[src/rtl/vga_window_compositor.sv]
// Three-layer VGA compositor: text band over a run-time movable camera window over background.
// Optional text blinking is enabled by defining VGA_TEXT_BLINK_EN.
module vga_window_compositor #(
  parameter int COLOR_W     = 10,
  parameter int COORD_W     = 11,
  parameter int H_ACTIVE    = 640,
  parameter int V_ACTIVE    = 480,
  parameter int TEXT_Y0     = 10,
  parameter int TEXT_HEIGHT = 40,
  parameter int DEF_WIN_X0  = 80,
  parameter int DEF_WIN_Y0  = 70,
  parameter int DEF_WIN_W   = 480,
  parameter int DEF_WIN_H   = 360,
  parameter int SCALE_SHIFT = 1,
  parameter logic [COLOR_W-1:0] TEXT_COLOR = '1,
  parameter logic [COLOR_W-1:0] BG_COLOR   = '0,
  parameter int BLINK_FRAMES = 30
) (
  input  logic               iCLK,
  input  logic               iRST,
  input  logic               iFrame_Start,
  input  logic               iPix_Valid,
  input  logic [COORD_W-1:0] iVga_x,
  input  logic [COORD_W-1:0] iVga_y,
  input  logic               iVideo_On,
  input  logic [COORD_W-1:0] iWin_X0,
  input  logic [COORD_W-1:0] iWin_Y0,
  input  logic [COORD_W-1:0] iWin_W,
  input  logic [COORD_W-1:0] iWin_H,
  input  logic               iCfg_Load,
  input  logic [COLOR_W-1:0] iRed,
  input  logic [COLOR_W-1:0] iGreen,
  input  logic [COLOR_W-1:0] iBlue,
  output logic [COORD_W-1:0] oCam_x,
  output logic [COORD_W-1:0] oCam_y,
  output logic               oCam_Req,
  output logic [COLOR_W-1:0] oRed,
  output logic [COLOR_W-1:0] oGreen,
  output logic [COLOR_W-1:0] oBlue,
  output logic               oPix_Valid,
  output logic               oCfg_Busy,
  output logic [7:0]         oFrame_Cnt
);

  localparam logic [COORD_W-1:0] H_LIM  = COORD_W'(H_ACTIVE);
  localparam logic [COORD_W-1:0] V_LIM  = COORD_W'(V_ACTIVE);
  localparam logic [COORD_W:0]   TXT_LO = (COORD_W+1)'(TEXT_Y0);
  localparam logic [COORD_W:0]   TXT_HI = (COORD_W+1)'(TEXT_Y0 + TEXT_HEIGHT);

  typedef struct packed {
    logic               en;
    logic [COORD_W-1:0] x0;
    logic [COORD_W-1:0] y0;
    logic [COORD_W-1:0] w;
    logic [COORD_W-1:0] h;
  } geom_t;

  function automatic logic [COORD_W-1:0] clip_len(input logic [COORD_W-1:0] org,
                                                  input logic [COORD_W-1:0] len,
                                                  input logic [COORD_W-1:0] lim);
    if (org >= lim) return '0;
    return (len > lim - org) ? lim - org : len;
  endfunction

  function automatic geom_t resolve(input logic [COORD_W-1:0] x0, input logic [COORD_W-1:0] y0,
                                    input logic [COORD_W-1:0] w,  input logic [COORD_W-1:0] h);
    geom_t g;
    g.en = (w != '0) && (h != '0) && (x0 < H_LIM) && (y0 < V_LIM);
    g.x0 = x0;
    g.y0 = y0;
    g.w  = clip_len(x0, w, H_LIM);
    g.h  = clip_len(y0, h, V_LIM);
    return g;
  endfunction

  function automatic logic [COLOR_W-1:0] pick_color(input logic vld, input logic txt,
                                                    input logic cam, input logic [COLOR_W-1:0] c);
    if (!vld) return BG_COLOR;
    if (txt)  return TEXT_COLOR;
    if (cam)  return c;
    return BG_COLOR;
  endfunction

  geom_t act_geom, pend_geom, use_geom;

  always_ff @(posedge iCLK) begin
    if (iRST) begin
      act_geom   <= resolve(COORD_W'(DEF_WIN_X0), COORD_W'(DEF_WIN_Y0),
                            COORD_W'(DEF_WIN_W),  COORD_W'(DEF_WIN_H));
      pend_geom  <= '0;
      oCfg_Busy  <= 1'b0;
      oFrame_Cnt <= '0;
    end else begin
      if (iFrame_Start) oFrame_Cnt <= oFrame_Cnt + 8'd1;
      if (iFrame_Start && oCfg_Busy) act_geom <= pend_geom;
      // A load coinciding with frame start stays pending for the next frame.
      if (iCfg_Load) begin
        pend_geom <= resolve(iWin_X0, iWin_Y0, iWin_W, iWin_H);
        oCfg_Busy <= 1'b1;
      end else if (iFrame_Start) begin
        oCfg_Busy <= 1'b0;
      end
    end
  end

  // Pixel (0,0) of a frame must already see the geometry being swapped in.
  always_comb begin
    use_geom = act_geom;
    if (iFrame_Start && oCfg_Busy) use_geom = pend_geom;
  end

`ifdef VGA_TEXT_BLINK_EN
  localparam int BW = (BLINK_FRAMES > 1) ? $clog2(BLINK_FRAMES) : 1;
  logic [BW-1:0] blink_cnt;
  logic          blink_on;

  always_ff @(posedge iCLK) begin
    if (iRST) begin
      blink_cnt <= '0;
      blink_on  <= 1'b1;
    end else if (iFrame_Start) begin
      if (blink_cnt == BW'(BLINK_FRAMES - 1)) begin
        blink_cnt <= '0;
        blink_on  <= ~blink_on;
      end else begin
        blink_cnt <= blink_cnt + 1'b1;
      end
    end
  end
`else
  logic blink_on;
  assign blink_on = 1'b1;
`endif

  logic               text_hit, win_hit;
  logic               vld_p0, txt_p0, win_p0, vid_p0;
  logic [COORD_W-1:0] dx_p0, dy_p0;

  always_comb begin
    text_hit = ({1'b0, iVga_y} >= TXT_LO) && ({1'b0, iVga_y} < TXT_HI);
    win_hit  = use_geom.en &&
               (iVga_x >= use_geom.x0) &&
               ({1'b0, iVga_x} < {1'b0, use_geom.x0} + {1'b0, use_geom.w}) &&
               (iVga_y >= use_geom.y0) &&
               ({1'b0, iVga_y} < {1'b0, use_geom.y0} + {1'b0, use_geom.h});
  end

  // Stage p0: region classification and window-relative offsets
  always_ff @(posedge iCLK) begin
    if (iRST) vld_p0 <= 1'b0;
    else      vld_p0 <= iPix_Valid;
    txt_p0 <= text_hit && (iVideo_On || blink_on);
    win_p0 <= win_hit;
    vid_p0 <= iVideo_On;
    dx_p0  <= iVga_x - use_geom.x0;
    dy_p0  <= iVga_y - use_geom.y0;
  end

  logic cam_req_next;
  logic vld_p1, txt_p1, cam_p1;
  assign cam_req_next = vld_p0 && win_p0 && vid_p0;

  // Stage p1: camera buffer read request
  always_ff @(posedge iCLK) begin
    if (iRST) begin
      vld_p1   <= 1'b0;
      oCam_Req <= 1'b0;
      oCam_x   <= '0;
      oCam_y   <= '0;
    end else begin
      vld_p1   <= vld_p0;
      oCam_Req <= cam_req_next;
      if (cam_req_next) begin
        oCam_x <= dx_p0 << SCALE_SHIFT;
        oCam_y <= dy_p0 << SCALE_SHIFT;
      end
    end
    txt_p1 <= txt_p0;
    cam_p1 <= win_p0 && vid_p0;
  end

  // Stage p2: colour mux against the returned camera pixel
  always_ff @(posedge iCLK) begin
    if (iRST) begin
      oPix_Valid <= 1'b0;
      oRed       <= '0;
      oGreen     <= '0;
      oBlue      <= '0;
    end else begin
      oPix_Valid <= vld_p1;
      oRed       <= pick_color(vld_p1, txt_p1, cam_p1, iRed);
      oGreen     <= pick_color(vld_p1, txt_p1, cam_p1, iGreen);
      oBlue      <= pick_color(vld_p1, txt_p1, cam_p1, iBlue);
    end
  end

endmodule
[config.mk]
export PLATFORM = sky130hd
export DESIGN_NAME = vga_window_compositor
export DESIGN_NICKNAME = d
export VERILOG_FILES = /design/src/rtl/vga_window_compositor.sv
export SDC_FILE = /design/constraint.sdc
export NUM_CORES = 1
export LEC_CHECK = 0
export BUFFER_PORTS_ARGS = -buffer_cell sky130_fd_sc_hd__buf_2
export CAP_MARGIN = 10
export CORE_MARGIN = 2
export CORE_UTILIZATION = 60
export DETAILED_ROUTE_END_ITERATION = 7
export PLACE_DENSITY = 0.85
export SYNTH_ARGS = -nofsm -noshare
export SYNTH_HDL_FRONTEND = slang
export SYNTH_SLANG_ARGS = --single-unit
[constraint.sdc]
create_clock -name iCLK -period 9.2 [get_ports iCLK]
set_input_delay 1.84 -clock iCLK [delete_from_list [all_inputs] [get_ports iCLK]]
set_output_delay 1.84 -clock iCLK [all_outputs]
set_load 0.03 [all_outputs]
# Yosys cells after proc, flatten, opt, wreduce, memory -nomap -nowiden

Cells that the tools add are included.

Mux-type cells: 38
Reductions and logical operators: 15
Add/subtract/negate cells: 7
$lt $le $gt $ge: 12

Operator list:

| kind                                                                            | count |
|---|---|
| 10-bit 2-to-1 mux                                                               | 14 |
| 11-bit 2-to-1 mux                                                               | 6 |
| 45-bit 2-to-1 mux                                                               | 1 |
| 11-bit by 11-bit adder with 12-bit output                                       | 2 |
| 11-bit by 12-bit less-than comparator with 1-bit output                         | 2 |
| 11-bit >= comparator                                                            | 2 |
| 11-bit greater-than comparator                                                  | 2 |
| 11-bit nonzero test                                                             | 2 |
| 10-bit subtractor                                                               | 2 |
| 1-bit 2-to-1 mux                                                                | 17 |
| 1-bit logical AND                                                               | 12 |
| 11-bit by 10-bit >= comparator with 1-bit output (second input constant)        | 1 |
| 11-bit by 4-bit >= comparator with 1-bit output (second input constant)         | 1 |
| 11-bit by 9-bit >= comparator with 1-bit output (second input constant)         | 1 |
| 11-bit by 10-bit less-than comparator with 1-bit output (second input constant) | 1 |
| 11-bit by 6-bit less-than comparator with 1-bit output (second input constant)  | 1 |
| 11-bit by 9-bit less-than comparator with 1-bit output (second input constant)  | 1 |
| 10-bit by 11-bit subtractor with 11-bit output (first input constant)           | 1 |
| 9-bit by 11-bit subtractor with 11-bit output (first input constant)            | 1 |
| 8-bit by 1-bit adder with 8-bit output (second input constant)                  | 1 |
| 2-bit nonzero test                                                              | 1 |

Output and inout bits: 63
Register bits: 178

# Logic depth before layout (Yosys ltp)

Depth in word-level cells: 10
Depth in mapped cells: 20

# Worst setup path after synthesis

No wires, ideal clock.

Path kind: input to register
Start point: input iFrame_Start
End point: register win_p0
Stages: 19
Data arrival time: 5973 ps
Buffers on the path: 3
Slack: 3135 ps
Path through: buf_2 -> nand2_2 -> buf_2 -> buf_1 -> mux2i_1 -> inv_1 -> ha_1 -> a21o_1 -> a21oi_1 -> a211oi_1 -> nor3_1 -> a21oi_1 -> xnor2_1 -> ha_1 -> a2111o_1 -> a21oi_1 -> o31ai_1 -> a311o_1 -> nor4bb_1

RTL lines:

| what                 | RTL line | source |
|---|---|---|
| from (decl)          | 21       | `input logic iFrame_Start,` |
| to (signal assigned) | 153      | `win_p0 <= win_hit;` |
| to (decl)            | 136      | `logic vld_p0, txt_p0, win_p0, vid_p0;` |

==> out/qor.csv <==
metric;value;unit
diodes;0;
track_usage;26.5;%
ys_types;67;
clock_latency;0.43;ns
final_antenna_net_count;0;
synth_edf_count;0;
ys_async_sr_fraction;0;%
cts_buffer_depth;2;
hold_violations;0;
port_buffers;162;
crit_fanout;29;
holdPathStages;0;
hpwlAfterDp;16600;um
ys.warnings.count;0;
drv_cap;0;
grt_pass1_wl;35300;um
row_count;45;
clk_pin_slew;0.06;ns
postPlaceCellArea;10300;um2
fin_crit_sh;66.2;%
layout-drive-gt1-share;20.9;%
path_class;in -> reg;
chipWidth;129;um
finalSetupViolations;0;
worstPathArrival;6.38;ns
syn_area_per_cell;9.00;um2
setup_slack;3.11;ns
gr-total-overflow;0;
dieArea;16600;um2
ys.flop_type;dfxtp_1;
grt_max_degree;71;
start_util;61.4;%
synth_seq_cells;178;
holdPathEnd;txt_p1;
fin_setup_tns;0;ns
irDropWorstVdd;140;uV
routabilityCongestion;0.879;
ios;165;
worstHoldStart;txt_p0;
cp-end-kind;register;
holdBufCountCts;0;
hold_path_class;reg -> reg;
max_freq;0.164;GHz
antenna_found_initial;0;
cts_sinks;178;
syn_to_final_growth;16.6;%
tightestPinTransition;1.03;ns
wirelength;21500;um
nFillCells;1201;
cts_resized;0;
routedWlPerCell;15.3;um
cts_setup_buffers;0;
leakagePower;5.14;nW
rsz0062_at_grt;false;
finalPower;0.00193;W
post-route-drc-count;0;
worst_clock_skew;0.00739;ns
relSlewSlack;31.5;%
grt_pass1_vias;7398;
final_util;71.7;%
die_y;129;um
seq_area_frac_synth;38.0;%
status;complete, no violations;
post-route-min-period;6.09;ns
dr.pass1.iters;5;
avgViaCountPerCell;5.56;
dp_slack;2.69;ns
r2r_setup_slack;4.33;ns
startpoint_type;primary input;
r2r-end;win_p0;
numCtsBuffers;17;
drtIter0Drc;393;
synthesis.area;9380;um2
coreArea;15300;um2
clockRootBuffer;clkbuf_16;
cp.required;9.49;ns
htree_levels;4;
regToRegStartpoint;oCfg_Busy;
cts_tree;done;
maxSlewViolCount;0;
synthCells;1042;
powerDensity;177;nW/um2
num_vias;7813;
final_area;10900;um2
reg2reg_depth;18;
layout.nets;1375;
-- state kept, by name, indices dropped and copies added, names as in the netlist --
name        flops
oBlue          10
txt_p0          1
oCam_Req        1
vid_p0          1
oGreen         10
cam_p1          1
oPix_Valid      1
win_p0          1
oRed           10
act_geom       45
oCfg_Busy       1
oCam_y         10
vld_p0          1
oFrame_Cnt      8
pend_geom      45
vld_p1          1
dy_p0          10
oCam_x         10
txt_p1          1
dx_p0          10
-- cell usage in the layout, fill, tap and decap left out, types with 12 or more instances in the layout --
master       n
nand2_1     96
ha_1        87
xnor2_1     27
clkbuf_16   17
nand4_1     13
o21ai_0     31
a21oi_1     98
or2_2       12
nor2_1     104
mux2i_1     46
xor2_1      31
buf_2      162
a21o_1      19
dfxtp_1    178
nand2b_1    15
mux2_2      27
inv_1       48
nor2b_1     26
-- where the power goes --
part,switching [W],total (W),internal [W],leakage [nW]
registers,0.0000191,0.000827,0.000808,1.45
logic,0.000184,0.000327,0.000142,3.37
clock network,0.000298,0.000777,0.000479,0.318
-- routing by layer --
metal / up-vias / global-route usage [%] / share of wire [%]
met4: 0 / 9.08 / 2.0
met2: 237 / 45.4 / 47
met3: 33 / 5.07 / 5.3
met5: - / 0 / 0
met1: 3609 / 33.4 / 46
li1: 3934 / - / -
-- cells in the mapped netlist (9+ instances only) --
library cell  number  area share, %
a21o_1            19            1.5
a21oi_1           98            5.2
buf_1              9           0.36
clkbuf_1          30            1.2
dfxtp_1          178             38
ha_1              87             12
inv_1             48            1.9
mux2_2            27            3.2
mux2i_1           46            4.9
nand2_1           96            3.8
nand2b_1          15            1.0
nand3_1           11           0.59
nand4_1           13           0.87
nor2_1           104            4.2
nor2b_1           26            1.7
nor3_1            10           0.53
o21ai_0           31            1.7
or2_2             12           0.80
xnor2_1           27            2.5
xor2_1            31            2.9
-- final cells by class --
class	instances	area [um2]	share of cell area, %
Timing Repair Buffer	165	833	7.62
Tap cell	211	264	2.41
Sequential cell	178	3560	32.6
Multi-Input combinational cell	772	5450	49.8
Clock inverter	11	174	1.59
Clock buffer	21	470	4.30
Inverter	48	180	1.65
-- per-stage QoR --
stage | instances | hold WS [ns]
after detailed placement | 1374 | 0.321
final | 1406 | 0.336
after floorplan | 1043 | 0.310
after global routing | 1406 | 0.343
after global placement | 1374 | 0.315
after CTS | 1406 | 0.338
-- worst max path at each step --
stage,to,from,slack (ns)
floorplan,win_p0,iFrame_Start,3.14
global placement,win_p0,iFrame_Start,2.92
detailed placement,win_p0,iFrame_Start,2.69
CTS,win_p0,iFrame_Start,3.13
global route,win_p0,iFrame_Start,2.71
finish,win_p0,iFrame_Start,3.11
-- critical path, stage by stage --
cell       delay (ns)
buf_2            0.17
nand2_2          0.35
buf_4            0.48
mux2i_1          0.35
inv_1            0.07
ha_1             0.36
and3_1           0.20
a2111oi_0        0.76
a21oi_1          0.22
nand3_1          0.15
nand2_1          0.07
xnor2_1          0.14
ha_1             0.30
o21ai_0          0.09
nand2b_1         0.08
a21oi_1          0.06
a2111oi_0        0.37
o211ai_1         0.14
nor4bb_1         0.15
-- cells by family (layout without fill, tap and decap cells) --
logic type / after synthesis / after routing / share of synthesized area (%)
flip-flops: 178 / 178 / 38.0
other: 1 / 2 / 0.0400
XOR/XNOR: 58 / 58 / 5.42
buffers and inverters: 93 / 245 / 3.92
multiplexers: 73 / 73 / 8.15
AO/OA/AOI/OAI: 218 / 218 / 14.9
AND/OR/NAND/NOR: 328 / 328 / 16.8
adder cells (fa/ha/maj): 93 / 93 / 12.7
(Power assumes the default switching activity.)
